$ cat src/rtl/ps2_keydecode.sv
// PS/2 Set-2 scan-code decoder: folds E0/F0 prefixes into one make/break event
// per key and keeps a pressed-state bitmap of the game control keys.
module ps2_keydecode #(
  parameter int PREFIX_TIMEOUT = 100000,
  parameter int TO_W           = 17
) (
  input  logic       clk,
  input  logic       rst,
  input  logic [7:0] ps2_data,
  input  logic       ps2_ready,
  output logic       key_event,
  output logic [7:0] key_code,
  output logic       key_ext,
  output logic       key_break,
  output logic [6:0] key_state
);

  typedef enum logic [1:0] {S_IDLE, S_E0, S_F0, S_E0F0} state_t;

  localparam logic [TO_W-1:0] TO_LAST = TO_W'(PREFIX_TIMEOUT - 1);

  state_t          state_reg, state_next;
  logic [TO_W-1:0] to_cnt_reg, to_cnt_next;
  logic            prev_ready_reg;
  logic            accept, ignored, is_e0, is_f0;
  logic            event_next, ext_next, brk_next;
  logic [6:0]      key_state_next;

  assign accept = ps2_ready && !prev_ready_reg;
  assign is_e0  = (ps2_data == 8'hE0);
  assign is_f0  = (ps2_data == 8'hF0);

  // Controller, ack, error and pause-prefix codes never form a key event.
  always_comb begin
    case (ps2_data)
      8'h00, 8'hAA, 8'hE1, 8'hEE, 8'hFA,
      8'hFC, 8'hFD, 8'hFE, 8'hFF: ignored = 1'b1;
      default:                    ignored = 1'b0;
    endcase
  end

  always_comb begin
    state_next  = state_reg;
    to_cnt_next = '0;
    event_next  = 1'b0;
    ext_next    = (state_reg == S_E0) || (state_reg == S_E0F0);
    brk_next    = (state_reg == S_F0) || (state_reg == S_E0F0);
    if (accept) begin
      if (is_e0)
        state_next = brk_next ? S_E0F0 : S_E0;
      else if (is_f0)
        state_next = ext_next ? S_E0F0 : S_F0;
      else begin
        state_next = S_IDLE;
        event_next = !ignored;
      end
    end else if (state_reg != S_IDLE) begin
      // A pending prefix is dropped once it has waited PREFIX_TIMEOUT cycles.
      if (to_cnt_reg == TO_LAST)
        state_next = S_IDLE;
      else
        to_cnt_next = to_cnt_reg + 1'b1;
    end
  end

  always_comb begin
    key_state_next = key_state;
    if (event_next) begin
      case ({ext_next, ps2_data})
        {1'b1, 8'h6B}, {1'b0, 8'h1C}: key_state_next[0] = !brk_next;
        {1'b1, 8'h74}, {1'b0, 8'h23}: key_state_next[1] = !brk_next;
        {1'b1, 8'h75}, {1'b0, 8'h1D}: key_state_next[2] = !brk_next;
        {1'b1, 8'h72}, {1'b0, 8'h1B}: key_state_next[3] = !brk_next;
        {1'b0, 8'h29}:                key_state_next[4] = !brk_next;
        {1'b0, 8'h5A}:                key_state_next[5] = !brk_next;
        {1'b0, 8'h76}:                key_state_next[6] = !brk_next;
        default:                      key_state_next = key_state;
      endcase
    end
  end

  always_ff @(posedge clk) begin
    if (rst) begin
      prev_ready_reg <= 1'b1;
      state_reg      <= S_IDLE;
      to_cnt_reg     <= '0;
      key_event      <= 1'b0;
      key_code       <= 8'h00;
      key_ext        <= 1'b0;
      key_break      <= 1'b0;
      key_state      <= '0;
    end else begin
      prev_ready_reg <= ps2_ready;
      state_reg      <= state_next;
      to_cnt_reg     <= to_cnt_next;
      key_event      <= event_next;
      if (event_next) begin
        key_code  <= ps2_data;
        key_ext   <= ext_next;
        key_break <= brk_next;
      end
      key_state <= key_state_next;
    end
  end

endmodule

$ cat config.mk
export PLATFORM = sky130hd
export DESIGN_NAME = ps2_keydecode
export DESIGN_NICKNAME = d
export VERILOG_FILES = /design/src/rtl/ps2_keydecode.sv
export SDC_FILE = /design/constraint.sdc
export NUM_CORES = 1
export LEC_CHECK = 0
export BUFFER_PORTS_ARGS = -buffer_cell sky130_fd_sc_hd__buf_2
export CAP_MARGIN = 20
export CORE_MARGIN = 2
export CORE_UTILIZATION = 30
export CTS_CLUSTER_DIAMETER = 200
export CTS_CLUSTER_SIZE = 20
export DETAILED_ROUTE_END_ITERATION = 7
export MAX_ROUTING_LAYER = met4
export PLACE_DENSITY_LB_ADDON = 0.12
export REMOVE_ABC_BUFFERS = 1
export SLEW_MARGIN = 20
export SYNTH_ARGS = -nofsm -noshare
export SYNTH_HDL_FRONTEND = slang
export SYNTH_SLANG_ARGS = --single-unit
$ cat constraint.sdc
create_clock -name clk -period 1.8 [get_ports clk]
set_clock_uncertainty 0.1 [all_clocks]
set_input_delay 0.27 -clock clk [delete_from_list [all_inputs] [get_ports clk]]
set_output_delay 0.27 -clock clk [all_outputs]
set_load 0.02 [all_outputs]
==> Word level (Yosys, flattened, before mapping) <==
Cells that the tools add are included.
{ "op_classes": {"addsub": 1, "eq_ne": 25, "n_mux": 11, "bitwise": 1, "n_reduce_logical": 24} }
{ "op_table": {"columns": ["op", "count"], "rows": [
  ["equality test 8 bit, second input constant", 10],
  ["equality test 9 bit, second input constant", 4],
  ["equality test 9 x 5 -> 1 bit, second input constant", 3],
  ["equality test 9 x 6 -> 1 bit, second input constant", 2],
  ["equality test 9 x 7 -> 1 bit, second input constant", 2],
  ["adder 17 x 1 -> 17 bit, second input constant", 1],
  ["equality test 17 bit, second input constant", 1],
  ["AND reduction 2 bit", 8],
  ["2-to-1 mux 2 bit", 6],
  ["OR reduction 9 bit", 1],
  ["logical NOT 8 bit", 1],
  ["OR reduction 2 bit", 4],
  ["nonzero test 2 bit", 3],
  ["2-to-1 mux 1 bit", 5],
  ["equality test 2 bit, second input constant", 2],
  ["OR reduction 4 bit", 1],
  ["logical NOT 1 bit", 3],
  ["equality test 2 x 1 -> 1 bit, second input constant", 1],
  ["logical OR 1 bit", 2],
  ["logical AND 1 bit", 1],
  ["inverter 1 bit", 1]
]} }
{ "totals": {"ff_bits": 38, "input_bits": 11, "out_inout_bits": 18, "wordCells": 76} }

==> Longest topological paths before layout <==
Gate-level depths: netlist of run 1.
{ "logic_depth": {"word_depth": 8, "depth_mapped": 8, "mapped_depth_nobuf": 6} }

==> Least setup slack after synthesis of run 1 <==
Ideal clock, no wire load.
{ "synth_path": {"kind": "reg-to-reg", "start": "reg to_cnt_reg[8]", "end": "reg to_cnt_reg[10]", "setup_time_ns": 0.115, "t_arrival_ns": 1.579, "t_required_ns": 1.585, "path_slack_ns": 0.006, "stages_incl_launch_ff": 8, "n_path_buf": 2, "synth_period_minus_slack_ns": 1.794, "cell_sequence": "dfxtp_1 -> or4b_1 -> nor3b_1 -> a41o_1 -> or3_1 -> buf_4 -> buf_6 -> nor2_1"} }
{ "synth_via": {"elab_chain_cells": 2, "word_cells_on_any_way": 3, "classes_between": "add/sub (1); eq/ne (1); reduce/logical (1)"} }
{ "synth_rtl": {"columns": ["item", "line", "rtl"], "rows": [
  ["start, declared", "23", "logic [TO_W-1:0] to_cnt_reg, to_cnt_next;"],
  ["start signal, assigned", "95", "to_cnt_reg <= to_cnt_next;"],
  ["branches (longest 2 deep; another with adder 17 x 1 -> 17 bit)", null, null]
]} }
Parallel ways; which one is timed is not known.
A chain may end at the register's enable or synchronous reset.

==> Final worst setup path of run 1 <==
{ "layout_path": {"start": "reg to_cnt_reg[8]", "end": "reg to_cnt_reg[12]"} }
The elaborated chain is that of the path after synthesis.

==> impl_metrics.tcl, run 1 <==
set metrics [dict create \
    async_flop_share_pct 0 \
    cp.arrival_ps 1860 \
    setup_violations 0 \
    p_comb_share_pct 10.4 \
    syn_avg_cell_area_um2 8.96 \
    ir_drop_uv 326 \
    startpoint_type "register" \
    viasPerCell 4.66 \
    drtIter0Drc 74 \
    crit_path_max_fanout 17 \
    slowest_stage "or4b_4" \
    crit_chain "or4b_4 > nor3b_2 > a41o_1 > or3_4 > buf_12 > nor2_1" \
    cts_htree_levels 2 \
    fillers 655 \
    p_per_area_nw_per_um2 656 \
    grt_pass1_vias 1661 \
    largest_reg_flops 17 \
    die_w_um 84.3 \
    route.detailed.drc 0 \
    avgRoutedWirePerCell_um 12.7 \
    ys_ff_latch 38 \
    worstHoldStart "ps2_ready" \
    layout.nets 289 \
    startpoint "to_cnt_reg[8]" \
    internal_power_mw 1.24 \
    rsz0062_at_grt "true" \
    slew_viol_final 0 \
    clock_power_share_pct 38.0 \
    cts_buffers 5 \
    r2r_slack_ps 40 \
    min_path_type "in -> reg" \
    clock_path_buffers 2 \
    grt.total_usage_pct 13.8 \
    rows 29 \
    ff2ff_path_depth 6 \
    fmax_mhz 567 \
    rr_endpoint "to_cnt_reg[12]" \
    core-area_um2 6280 \
    swShare_pct 24.8 \
    synthToLayoutAreaGrowth_pct 29.7 \
    cp.required_ps 1890 \
    maxSlewHeadroom_pct 66.5 \
    max_stage_delay_ps 530 \
    grt_first_pass_wirelength_um 7620 \
    dp_hpwl_um 3310 \
    p_seq_share_pct 51.6 \
    status "complete, no violations" \
    finalWeightedCongestion 0.805 \
    initial_core_util_pct 30.8 \
    drive_gt1_share_pct 31.7 \
    fin_hold_ws_ps 81.8 \
    drt_wl_total_um 4490 \
    cts_hold_buf 0 \
    tritoncts "built" \
    io_pins 29 \
    power_mw 1.65 \
    clkLatencyLatePin_ps 300 \
    ys.warnings.count 0 \
    yosysSeqAreaShare_pct 39.3 \
    period_minus_slack_ps 1760 \
    hold_viol_final 0 \
    ys.flop_type "dfxtp_1" \
    ant_nets 0 \
    die_area_um2 7110 \
    globalRoute.totalOverflow 0 \
    synth-edff-count 0 \
    cp-endpoint "to_cnt_reg[12]" \
    die_h_um 84.3 \
    r2r-start "to_cnt_reg[8]" \
    cap_violations 0 \
    criticalPathCategory "reg -> reg" \
    power.switching_mw 0.409 \
    period_share_pct 98.0 \
    final_cell_mix "dfxtp_1, buf_4, buf_2, nor2_1, nand2b_1" \
    cts.clk_slew.worst_paths_ps 80 \
    end_kind "register" \
    port-buffer-count 28 \
    clockRootBuffer "clkbuf_8" \
    antenna_found_initial 0 \
    cts.sinks 38 \
    netlist_area_um2 1940 \
    ys_types 45 \
    antennaDiodeCount 0 \
    grt_max_degree 21 \
    p_leak_nw 0.998 \
    drt-pass1-iter-count 4 \
    vias 1654 \
    syn-instance-count 216 \
    worst-slew-pin-transition_ps 502 \
]
power by group through the flow:
stage | sequential (mW) | clock [mW] | combinational [mW]
after CTS | 0.851 | 0.655 | 0.172
after global placement | 0.871 | 0 | 0.172
after global routing | 0.852 | 0.683 | 0.187
after detailed placement | 0.871 | 0 | 0.171
after floorplan | 0.880 | 0 | 0.0549
final | 0.851 | 0.626 | 0.171
area by class of cell:
type / instances / area, um^2 / area share (%)
clock inverter: 2 / 12.5 / 0.498
sequential: 38 / 761 / 30.3
timing repair buffer: 68 / 465 / 18.5
tap: 77 / 96.3 / 3.84
multi-input combinational: 162 / 1090 / 43.2
inverter: 2 / 7.51 / 0.299
clock buffer: 6 / 82.6 / 3.29
Yosys cell counts (3+ instances only):
master	count	share of area [%]
buf_6	5	2.9
nand2b_1	23	7.4
and3_1	4	1.3
a21oi_1	5	1.3
or4_1	4	1.6
mux2i_1	14	7.2
nor2_1	27	5.2
buf_2	4	1.0
nand4_1	4	1.3
nor3b_1	3	1.2
nand2_1	9	1.7
xnor2_1	6	2.7
nor4_1	3	0.97
nor3_1	6	1.6
dfxtp_1	38	39
buf_4	3	1.2
nand3_1	12	3.1
xor2_1	9	4.1
o31ai_1	4	1.6
logic make-up after synthesis:
group / share of synthesized area [%]
and+or+nand+nor: 33.0
DFF: 39.3
AOI/OAI and AO/OA: 7.18
buffers and inverters: 5.88
xor gates and xnor gates: 6.79
muxes: 7.24
adders and majority gates: 0.646
metal layers:
layer	part of all wire [%]	GRT usage, %	up-vias	wire, um
met3	4.4	3.74	6	198
li1	-	-	869	-
met1	50	17.0	752	2260
met2	44	21.6	27	1970
met4	1.4	4.84	0	64
met5	0	-	-	0
worst max-delay path: cells and delay by family, from the launching register on:
kind	cells	cell delay [ps]
DFF	1	320
buffers and inverters	1	130
and+or+nand+nor	4	880
AOI/OAI and AO/OA	1	210
stage by stage:
stage                     setup slack (ps)  utilization (%)  cells  TNS (ps)  instance area, um^2
after floorplan                      -46.0                -    202      -738                 1830
after global placement                -148             38.1    347     -2290                 2390
after detailed placement              -153             38.1    347     -2050                 2390
after CTS                             18.9             39.8    355         0                 2500
after global routing                 -48.5             40.0    355      -614                 2510
final                                 35.1             40.0    355         0                 2510
worst min-delay path by stage:
stage                endpoint  slack (ps)  cells past startpoint
2_1_floorplan    key_state[1]         240                      1
3_3_place_gp     key_state[2]         350                      2
3_5_place_dp      key_code[2]         360                      2
4_1_cts        prev_ready_reg          70                      2
5_1_grt        prev_ready_reg          80                      2
6_report       prev_ready_reg          80                      2
timing repair:
action,4_1_cts,5_1_grt
pin swaps,2,1
endpoints found under the setup margin,17,19
resized for setup,3,3
cloned,0,0
buffers inserted,0,0
No activity file was read; power rests on OpenSTA's default activity.
==> run 2, diff against run 1 <==
Settings changed: CORE_UTILIZATION 30 to 50.
==> run 2 against run 1 <==
Clock-buffer cell count did not move. Flip-flop and latch count unchanged. Register-to-register slack got worse by 20 ps. Critical path depth unchanged. First-iteration DRC count increased by 43%. Final area fell by 1.5%.
==> impl_metrics.tcl, run 2 (synthesized netlist as in run 1, its figures left out) <==
set metrics [dict create \
    die_area_um2 4390 \
    placedCellCount 311 \
    layout.nets 283 \
    die_h_um 66.2 \
    fin_cells 319 \
    drive_gt1_share_pct 31.4 \
    core-area_um2 3690 \
    antennaDiodeCount 0 \
    startpoint_type "register" \
    drtIter0Drc 106 \
    grt.total_usage_pct 21.7 \
    pre_cts_slack_ps -136 \
    rsz0062_at_grt "true" \
    hold_viol_final 0 \
    end_kind "register" \
    cts.clk_slew.worst_paths_ps 70 \
    min_path_type "in -> reg" \
    route.detailed.drc 0 \
    largest_reg_flops 17 \
    ant_nets 0 \
    die_w_um 66.2 \
    grt_pass1_vias 1624 \
    ir_drop_uv 662 \
    final_common_cell "dfxtp_1" \
    initial_core_util_pct 52.5 \
    setup_violations 0 \
    criticalPathCategory "reg -> reg" \
    rows 22 \
    cts_htree_levels 2 \
    status "complete, no violations" \
    p_leak_nw 0.984 \
    cts_buffers 5 \
    tritoncts "built" \
    grt_first_pass_wirelength_um 7130 \
    clockRootBuffer "clkbuf_8" \
    worst_slack_ps 19.9 \
    avgRoutedWirePerCell_um 13.4 \
    finalWeightedCongestion 0.825 \
    utilization_pct 67.0 \
    clkLatencyLatePin_ps 290 \
    fillers 324 \
    maxSlewHeadroom_pct 68.7 \
    drt-pass1-iter-count 4 \
    crit_path_max_fanout 8 \
    p_per_area_nw_per_um2 705 \
    period_share_pct 98.9 \
    io_pins 29 \
    dp_hpwl_um 3050 \
    cap_violations 0 \
    globalRoute.totalOverflow 0 \
    grt_max_degree 18 \
    cts_hold_buf 0 \
    vias 1683 \
    slew_viol_final 0 \
    antenna_found_initial 0 \
    worst-slew-pin-transition_ps 470 \
    period_minus_slack_ps 1780 \
    synthToLayoutAreaGrowth_pct 27.7 \
    final_cell_mix "dfxtp_1, buf_4, buf_2, nor2_1, nand2b_1" \
    hold_depth 2 \
    port-buffer-count 28 \
    clock_path_buffers 2 \
    cp.arrival_ps 1870 \
    stdcell_area_um2 2470 \
    place_area_um2 2300 \
    viasPerCell 5.28 \
    cp.required_ps 1890 \
    ff2ff_path_depth 6 \
    drt_wl_total_um 4290 \
    fmax_mhz 562 \
    fin_setup_tns_ps 0 \
    cts.sinks 38 \
]
==> run 2: layout make-up <==
class                      count  area (um^2)  share of cell area, %
inverter                       2         7.51                  0.304
multi-input combinational    162         1090                   44.1
clock inverter                 1         30.0                   1.21
sequential                    38          763                   30.9
clock buffer                   6         82.6                   3.34
timing repair buffer          62          438                   17.7
tap                           48         60.1                   2.43
==> run 2: final timing paths <==
kind | from | endpoint | slack (ps)
max | to_cnt_reg[5] | to_cnt_reg[6] | 20
min | ps2_ready | prev_ready_reg | 80
max reg2reg | to_cnt_reg[5] | to_cnt_reg[6] | 20
min reg2reg | key_state[2] | key_state[2] | 370
==> run 2: stage by stage <==
| step | power (mW) | hold WS, ps |
|---|---|---|
| CTS | 1.77 | 65.2 |
| finish | 1.74 | 77.0 |
| global placement | 1.03 | 351 |
| global route | 1.81 | 85.4 |
| floorplan | 0.935 | 239 |
| detailed placement | 1.03 | 362 |
==> run 2: critical path, cell delays in order (launching register included) <==
cell,delay [ps]
dfxtp_2,320
or4b_4,530
nor3b_2,160
a41o_1,210
or3_4,170
clkbuf_16,150
nor2_1,40
==> run 2: report_power, final <==
part	internal [mW]	switching, mW	total [mW]
Sequential	0.849	0.00356	0.852
Clock	0.443	0.286	0.729
Combinational	0.0783	0.0842	0.163
Total	1.37	0.374	1.74
==> run 2: timing repair <==
action,CTS,global route
gates cloned,0,1
setup endpoints to repair,10,18
pin swaps,0,8
buffers inserted,0,0
resized for setup,1,9
==> run 2: routing by layer <==
layer	track usage [%]	share of wire, %	routed length [um]	up-vias
li1	-	-	-	863
met1	29.2	51	2200	776
met2	31.4	43	1840	36
met3	4.94	4.2	181	8
met4	8.93	1.4	60	0
met5	-	0	0	-
